`config.mk`:
```
export PLATFORM = sky130hd
export DESIGN_NAME = msi_cache_array
export DESIGN_NICKNAME = d
export VERILOG_FILES = /design/src/rtl/msi_pkg.sv /design/src/rtl/msi_line.sv /design/src/rtl/msi_cache_array.sv
export SDC_FILE = /design/constraint.sdc
export NUM_CORES = 1
export LEC_CHECK = 0
export ABC_AREA = 1
export BUFFER_PORTS_ARGS = -buffer_cell sky130_fd_sc_hd__buf_2
export CORE_ASPECT_RATIO = 1.75
export CORE_MARGIN = 2
export CORE_UTILIZATION = 53
export CTS_CLUSTER_SIZE = 12
export DETAILED_ROUTE_END_ITERATION = 10
export MAX_ROUTING_LAYER = met4
export PLACE_DENSITY_LB_ADDON = 0.2
export SLEW_MARGIN = 10
export SYNTH_ARGS = -nofsm -noshare
export SYNTH_HDL_FRONTEND = slang
export SYNTH_SLANG_ARGS = --single-unit
```
`constraint.sdc`:
```
create_clock -name clock -period 2 [get_ports clock]
set_input_delay 0 -clock clock [delete_from_list [all_inputs] [get_ports clock]]
set_output_delay 0 -clock clock [all_outputs]
set_load 0.02 [all_outputs]
```
`src/rtl/msi_pkg.sv`:
```
// Shared encodings for the MSI private cache: line states, bus ops, controller states.
package msi_pkg;

  typedef enum logic [1:0] {
    ST_I = 2'b00,
    ST_S = 2'b01,
    ST_M = 2'b10
  } line_state_t;

  localparam logic [1:0] OP_NONE   = 2'b00;
  localparam logic [1:0] OP_BUSRD  = 2'b01;
  localparam logic [1:0] OP_BUSRDX = 2'b10;
  localparam logic [1:0] OP_WB     = 2'b11;

  typedef enum logic [2:0] {
    IDLE      = 3'd0,
    COMPARE   = 3'd1,
    WRITEBACK = 3'd2,
    REQUEST   = 3'd3,
    WAIT_FILL = 3'd4
  } ctrl_state_t;

endpackage

```
`src/rtl/msi_line.sv`:
```
// One cache line register: coherence state, tag and data word, reset to I/0/0.
module msi_line
  import msi_pkg::*;
#(
  parameter int TAG_W  = 3,
  parameter int DATA_W = 4
) (
  input  logic              clock,
  input  logic              reset,
  input  logic              we,
  input  line_state_t       next_state,
  input  logic [TAG_W-1:0]  next_tag,
  input  logic [DATA_W-1:0] next_data,
  output line_state_t       state,
  output logic [TAG_W-1:0]  tag,
  output logic [DATA_W-1:0] data
);

  always_ff @(posedge clock or posedge reset) begin
    if (reset) begin
      state <= ST_I;
      tag   <= '0;
      data  <= '0;
    end else if (we) begin
      state <= next_state;
      tag   <= next_tag;
      data  <= next_data;
    end
  end

endmodule

```
`src/rtl/msi_cache_array.sv`:
```
// Direct-mapped MSI private cache: processor request controller plus always-on bus snooper.
//   state     | meaning
//   IDLE      | ready for a processor request
//   COMPARE   | tag/state lookup of the latched request
//   WRITEBACK | evicting a dirty victim (WriteBack on the bus)
//   REQUEST   | issuing BusRd / BusRdX for the missing line
//   WAIT_FILL | waiting for the bus fill, then installing the line
module msi_cache_array
  import msi_pkg::*;
#(
  parameter int LINES  = 4,
  parameter int ADDR_W = 5,
  parameter int DATA_W = 4
) (
  input  logic              clock,
  input  logic              reset,
  input  logic              cpu_req_valid,
  output logic              cpu_req_ready,
  input  logic              cpu_req_write,
  input  logic [ADDR_W-1:0] cpu_req_addr,
  input  logic [DATA_W-1:0] cpu_req_data,
  output logic              cpu_resp_valid,
  output logic              cpu_resp_hit,
  output logic [DATA_W-1:0] cpu_resp_data,
  output logic              bus_req_valid,
  input  logic              bus_req_ready,
  output logic [1:0]        bus_req_op,
  output logic [ADDR_W-1:0] bus_req_addr,
  output logic [DATA_W-1:0] bus_req_data,
  input  logic              bus_fill_valid,
  input  logic [DATA_W-1:0] bus_fill_data,
  input  logic              snoop_valid,
  input  logic [1:0]        snoop_op,
  input  logic [ADDR_W-1:0] snoop_addr,
  output logic              snoop_flush_valid,
  output logic [DATA_W-1:0] snoop_flush_data
);

  localparam int IDX_W = $clog2(LINES);
  localparam int TAG_W = ADDR_W - IDX_W;

  line_state_t       line_state [LINES];
  logic [TAG_W-1:0]  line_tag   [LINES];
  logic [DATA_W-1:0] line_data  [LINES];

  ctrl_state_t       state, state_next;
  logic              req_write;
  logic [ADDR_W-1:0] req_addr, vic_addr;
  logic [DATA_W-1:0] req_data, vic_data;

  logic [IDX_W-1:0]  req_idx, snoop_idx;
  logic [TAG_W-1:0]  req_tag, snoop_tag;
  line_state_t       cur_state;
  logic [TAG_W-1:0]  cur_tag;
  logic [DATA_W-1:0] cur_data;
  logic              cur_hit, cpu_hit_ok, snoop_hit, snoop_conflict;

  assign req_idx   = req_addr[IDX_W-1:0];
  assign req_tag   = req_addr[ADDR_W-1:IDX_W];
  assign snoop_idx = snoop_addr[IDX_W-1:0];
  assign snoop_tag = snoop_addr[ADDR_W-1:IDX_W];
  assign cur_state = line_state[req_idx];
  assign cur_tag   = line_tag[req_idx];
  assign cur_data  = line_data[req_idx];

  assign cur_hit        = (cur_state != ST_I) && (cur_tag == req_tag);
  assign cpu_hit_ok     = cur_hit && (!req_write || cur_state == ST_M);
  assign snoop_hit      = snoop_valid && (line_state[snoop_idx] != ST_I) &&
                          (line_tag[snoop_idx] == snoop_tag);
  // A snoop landing on the line under lookup forces a fresh compare next cycle.
  assign snoop_conflict = snoop_hit && (snoop_idx == req_idx);

  logic              ctrl_we;
  line_state_t       ctrl_st;
  logic [TAG_W-1:0]  ctrl_tag;
  logic [DATA_W-1:0] ctrl_data;

  always_comb begin
    ctrl_we   = 1'b0;
    ctrl_st   = cur_state;
    ctrl_tag  = cur_tag;
    ctrl_data = cur_data;
    case (state)
      COMPARE: if (!snoop_conflict && cpu_hit_ok && req_write) begin
        ctrl_we   = 1'b1;
        ctrl_st   = ST_M;
        ctrl_data = req_data;
      end
      WRITEBACK: if (bus_req_ready) begin
        ctrl_we = 1'b1;
        ctrl_st = ST_I;
      end
      WAIT_FILL: if (bus_fill_valid) begin
        ctrl_we   = 1'b1;
        ctrl_tag  = req_tag;
        ctrl_st   = req_write ? ST_M : ST_S;
        ctrl_data = req_write ? req_data : bus_fill_data;
      end
      default: ;
    endcase
  end

  logic        snoop_we, snoop_flush, snoop_drop;
  line_state_t snoop_st;

  always_comb begin
    snoop_we    = 1'b0;
    snoop_flush = 1'b0;
    snoop_st    = line_state[snoop_idx];
    if (snoop_hit) begin
      if (snoop_op == OP_BUSRD && line_state[snoop_idx] == ST_M) begin
        snoop_we    = 1'b1;
        snoop_flush = 1'b1;
        snoop_st    = ST_S;
      end else if (snoop_op == OP_BUSRDX) begin
        snoop_we    = 1'b1;
        snoop_flush = (line_state[snoop_idx] == ST_M);
        snoop_st    = ST_I;
      end
    end
  end

  // Controller updates to the same line win; the colliding snoop is dropped entirely.
  assign snoop_drop = ctrl_we && (req_idx == snoop_idx);

  for (genvar i = 0; i < LINES; i++) begin : g_line
    logic              we;
    line_state_t       nst;
    logic [TAG_W-1:0]  ntag;
    logic [DATA_W-1:0] ndata;

    always_comb begin
      we    = 1'b0;
      nst   = line_state[i];
      ntag  = line_tag[i];
      ndata = line_data[i];
      if (ctrl_we && req_idx == IDX_W'(i)) begin
        we    = 1'b1;
        nst   = ctrl_st;
        ntag  = ctrl_tag;
        ndata = ctrl_data;
      end else if (snoop_we && snoop_idx == IDX_W'(i)) begin
        we  = 1'b1;
        nst = snoop_st;
      end
    end

    msi_line #(.TAG_W(TAG_W), .DATA_W(DATA_W)) u_line (
      .clock(clock), .reset(reset), .we(we),
      .next_state(nst), .next_tag(ntag), .next_data(ndata),
      .state(line_state[i]), .tag(line_tag[i]), .data(line_data[i])
    );
  end

  always_ff @(posedge clock or posedge reset) begin
    if (reset) state <= IDLE;
    else       state <= state_next;
  end

  always_comb begin
    state_next = state;
    case (state)
      IDLE:      if (cpu_req_valid) state_next = COMPARE;
      COMPARE: begin
        if (snoop_conflict)                               state_next = COMPARE;
        else if (cpu_hit_ok)                              state_next = IDLE;
        else if (cur_state == ST_M && cur_tag != req_tag) state_next = WRITEBACK;
        else                                              state_next = REQUEST;
      end
      WRITEBACK: if (bus_req_ready)  state_next = REQUEST;
      REQUEST:   if (bus_req_ready)  state_next = WAIT_FILL;
      WAIT_FILL: if (bus_fill_valid) state_next = IDLE;
      default:   state_next = IDLE;
    endcase
  end

  always_comb begin
    cpu_req_ready = (state == IDLE);
    bus_req_valid = (state == WRITEBACK) || (state == REQUEST);
    bus_req_op    = OP_NONE;
    bus_req_addr  = '0;
    bus_req_data  = '0;
    if (state == WRITEBACK) begin
      bus_req_op   = OP_WB;
      bus_req_addr = vic_addr;
      bus_req_data = vic_data;
    end else if (state == REQUEST) begin
      bus_req_op   = req_write ? OP_BUSRDX : OP_BUSRD;
      bus_req_addr = req_addr;
    end
  end

  always_ff @(posedge clock or posedge reset) begin
    if (reset) begin
      req_write         <= 1'b0;
      req_addr          <= '0;
      req_data          <= '0;
      vic_addr          <= '0;
      vic_data          <= '0;
      cpu_resp_valid    <= 1'b0;
      cpu_resp_hit      <= 1'b0;
      cpu_resp_data     <= '0;
      snoop_flush_valid <= 1'b0;
      snoop_flush_data  <= '0;
    end else begin
      if (state == IDLE && cpu_req_valid) begin
        req_write <= cpu_req_write;
        req_addr  <= cpu_req_addr;
        req_data  <= cpu_req_data;
      end
      if (state == COMPARE) begin
        vic_addr <= {cur_tag, req_idx};
        vic_data <= cur_data;
      end
      cpu_resp_valid <= 1'b0;
      cpu_resp_hit   <= 1'b0;
      cpu_resp_data  <= '0;
      if (state == COMPARE && !snoop_conflict && cpu_hit_ok) begin
        cpu_resp_valid <= 1'b1;
        cpu_resp_hit   <= 1'b1;
        cpu_resp_data  <= req_write ? req_data : cur_data;
      end else if (state == WAIT_FILL && bus_fill_valid) begin
        cpu_resp_valid <= 1'b1;
        cpu_resp_data  <= req_write ? req_data : bus_fill_data;
      end
      snoop_flush_valid <= snoop_flush && !snoop_drop;
      snoop_flush_data  <= (snoop_flush && !snoop_drop) ? line_data[snoop_idx] : '0;
    end
  end

endmodule

```
==> key figures <==
Timing
  – Min Hold Slack: 49.6 ps
  – Slew HR: 0.437
  – Fin crit share: 1.04
  – Final Hold Fails: 0
  – Max-slew violation count: 0
  – Clock Skew: 8.40 ps
  – Fmax: 0.479 GHz
  – Final WS setup: -88.9 ps
  – Worst slew pin tran: 836 ps
  – RSZ-0062 raised after global routing: true
  – Setup violators final: 36
  – Period minus WS final: 2090 ps

Floorplan
  – Ports: 51
  – Die width: 69.5 um
  – Die area: 8250 um2
  – Die Y: 119 um
  – Core Region: 7230 um2
  – Row count: 41
  – Initial core utilization: 0.550

Setup path
  – CP max FO: 12
  – CP Capture Type: register
  – Worst EP arrival: 2320 ps
  – Cell mode on critical path: nand2_1
  – CP Launch Type: register
  – CP max stage delay: 390 ps
  – Worst Path Required: 2240 ps
  – FF-to-FF setup slack: -90 ps
  – FF-to-FF path depth: 16
  – Crit Path Class: register to register
  – Reg2reg end: g_line[1].u_line.data[2]
  – Worst path cell trace: buf_12 -> inv_8 -> nand2_1 -> nand2_1 -> nand2_2 -> nand2_2 -> nand2_1 -> nand2_1 -> nand2_2 -> nor2_4 -> nand4_4 -> nand2_8 -> buf_6 -> nand2_4 -> nand2_1 -> nand2_1
  – Crit-path slowest cell: dfrtp_1
  – R2R Path Start: req_addr[0]

Global route
  – Largest net degree at the start of global routing: 45
  – Global-route track usage on met3: 0.0614
  – Antenna violations before repair: 0
  – Vias in the first global route: 4079
  – Global-route usage over all layers: 0.295
  – Met1 GRT Util: 0.332
  – Total global routing overflow: 0
  – GR peak layer: met2
  – First-pass GRT wire length: 18800 um
  – Met2 usage: 0.495

Detailed routing
  – Post-DRT Antenna Nets: 0
  – Post-Route WL: 11700 um
  – Drt via density: 5.48
  – Vias after detailed routing: 4225
  – Number of remaining DRC errors: 0
  – DR WL/cell: 15.2 um
  – Initial DRC Count: 330
  – 1st-pass router iterations: 5

Logic synthesis
  – Synth Instances: 565
  – Largest area contributor in the netlist: dfrtp_1
  – Average instance area after synthesis: 7.05 um2
  – Top-area cell type share of the netlist area: 0.434
  – Mapped Nets: 592
  – Synth warn: 0
  – Seq/Total Area, Yosys: 0.434
  – Mapped cell area: 3980 um2
  – Synth unique cells: 36
  – Area contributors post-synth: dfrtp_1 43%, nand2_1 20%, inv_1 5.8%
  – Flop and latch count out of synthesis: 69
  – Synth async-reset ratio: 1.00
  – Top_reg_cell synth: dfrtp_1
  – EDFF count, synth: 0

Power
  – Internal power: 4.60 mW
  – Net switching power: 3.64 mW
  – Sw Share: 0.442
  – Seq pwr share: 0.283
  – PD cells: 1540 nW/um2
  – Clock group share of total power: 0.210
  – Worst vdd ir: 0.000926 V
  – Combinational share of power: 0.507
  – Static Leakage: 2.96 nW

CTS
  – CTS H-tree depth: 3
  – Inserted Clock Buffers: 9
  – CTS Sinks: 69
  – CTS tree: built
  – Clk_lat worst skew: 350 ps
  – Reg clk slew, reported paths: 60 ps
  – CTS Buffer Depth: 2
  – CTS Root Cell: clkbuf_16

Cells and area
  – Fillers: 554
  – Utilization after layout: 0.738
  – # nets final: 707
  – Non-filler cells, final: 771
  – Most common cell after layout, fill and taps aside: nand2_1
  – Layout cell share with drive strength beyond 1: 0.257
  – Area growth syn-to-layout: 34.0%
  – Most frequent cells in the layout: 208 x nand2_1, 69 x dfrtp_1, 59 x inv_1
  – Antenna diodes: 0
  – Post-Layout Inst Area: 5340 um2

Min path
  – HP Start: bus_fill_data[2]
  – WHS Endpoint: cpu_resp_data[2]
  – Hold path cells: 5
  – Worst hold path type: primary input to register

Place
  – Buffers on Ports: 50
  – HPWL after DPL: 8130 um
  – Setup Slack @ Placement: -123 ps
  – Inst Count DP: 729
  – Routability cong.: 0.955
  – Post-placement cell area: 4580 um2

Run status
  – Status: finished, violations left
  – Failing checks: setup timing

Flow run
  – Max_cap viols: 0
area by class of cell:
cell class                      instances  area (um2)  area share
Multi-Input combinational cell        414        2060       0.386
Sequential cell                        69        1730       0.324
Tap cell                               86         108      0.0202
Clock buffer                            9         225      0.0422
Clock inverter                          7        98.8      0.0185
Timing Repair Buffer                  118         837       0.157
Inverter                               68         280      0.0525
through the flow:
step | TNS, ps | total power, mW
final | -1900 | 8.24
after floorplan | 0 | 4.70
after CTS | -133 | 7.96
after global routing | -7400 | 8.79
after global placement | -288 | 5.84
after detailed placement | -1930 | 5.92
power groups by stage:
| stage | clock [mW] | sequential, mW | combinational, mW |
|---|---|---|---|
| 6_report | 1.73 | 2.33 | 4.17 |
| 5_1_grt | 1.80 | 2.39 | 4.60 |
| 4_1_cts | 1.74 | 2.31 | 3.90 |
| 3_5_place_dp | 0 | 2.33 | 3.59 |
| 3_3_place_gp | 0 | 2.33 | 3.51 |
| 2_1_floorplan | 0 | 2.20 | 2.50 |
timing repair:
item	4_1_cts	5_1_grt
gates resized for setup	30	27
gates cloned	2	3
hold buffers	13	0
endpoints found under the setup margin	36	45
setup buffers	2	6
endpoints found under the hold margin	37	0
pin swaps	0	8
synth_stat cells (5+ instances only):
master and count:
inv_2 5, nand3_1 30, nor2_1 54, a22oi_1 5, o22ai_1 8, dfrtp_1 69
o21ai_1 10, inv_1 62, nand2_1 215, a21oi_1 12, nand2_2 7, o21ai_0 33
buf_6 6
sequential cells by signal, summed over array words and instances, names as in the netlist:
signal	count
g_line.u_line.tag	12
req_write	1
vic_addr	5
g_line.u_line.state	8
cpu_resp_hit	1
vic_data	4
snoop_flush_valid	1
g_line.u_line.data	16
cpu_resp_valid	1
snoop_flush_data	4
state	3
cpu_resp_data	4
req_data	4
req_addr	5
how the worst max path moves through the flow:
| stage | start | endpoint | slack, ps |
|---|---|---|---|
| 5_1_grt | req_addr[0] | g_line[2].u_line.state[0] | -240 |
| 4_1_cts | req_addr[0] | g_line[2].u_line.data[3] | -30 |
| 2_1_floorplan | state[2] | g_line[2].u_line.tag[2] | 60 |
| 3_3_place_gp | req_addr[0] | g_line[0].u_line.state[0] | -60 |
| 6_report | req_addr[0] | g_line[1].u_line.data[2] | -90 |
| 3_5_place_dp | req_addr[0] | g_line[0].u_line.state[0] | -120 |
layer usage:
metal,wire (um),vias to the layer above
met1,4420,1946
met5,0,-
met4,535,0
li1,-,2033
met3,676,54
met2,6060,192
worst max-delay path: cells and delay by family (launching register included):
kind | cells | cell delay (ps)
buf+inv | 3 | 340
flops | 1 | 390
simple gates | 13 | 1230
logic make-up (layout without fill, tap and decap cells):
logic type / count (synthesis) / in the layout / share of synthesized area
simple gates: 320 / 325 / 0.332
mux: 1 / 1 / 0.00283
flops: 69 / 69 / 0.434
buf+inv: 87 / 202 / 0.102
compound gates: 88 / 88 / 0.130
No activity file was read; power rests on OpenSTA's default activity.
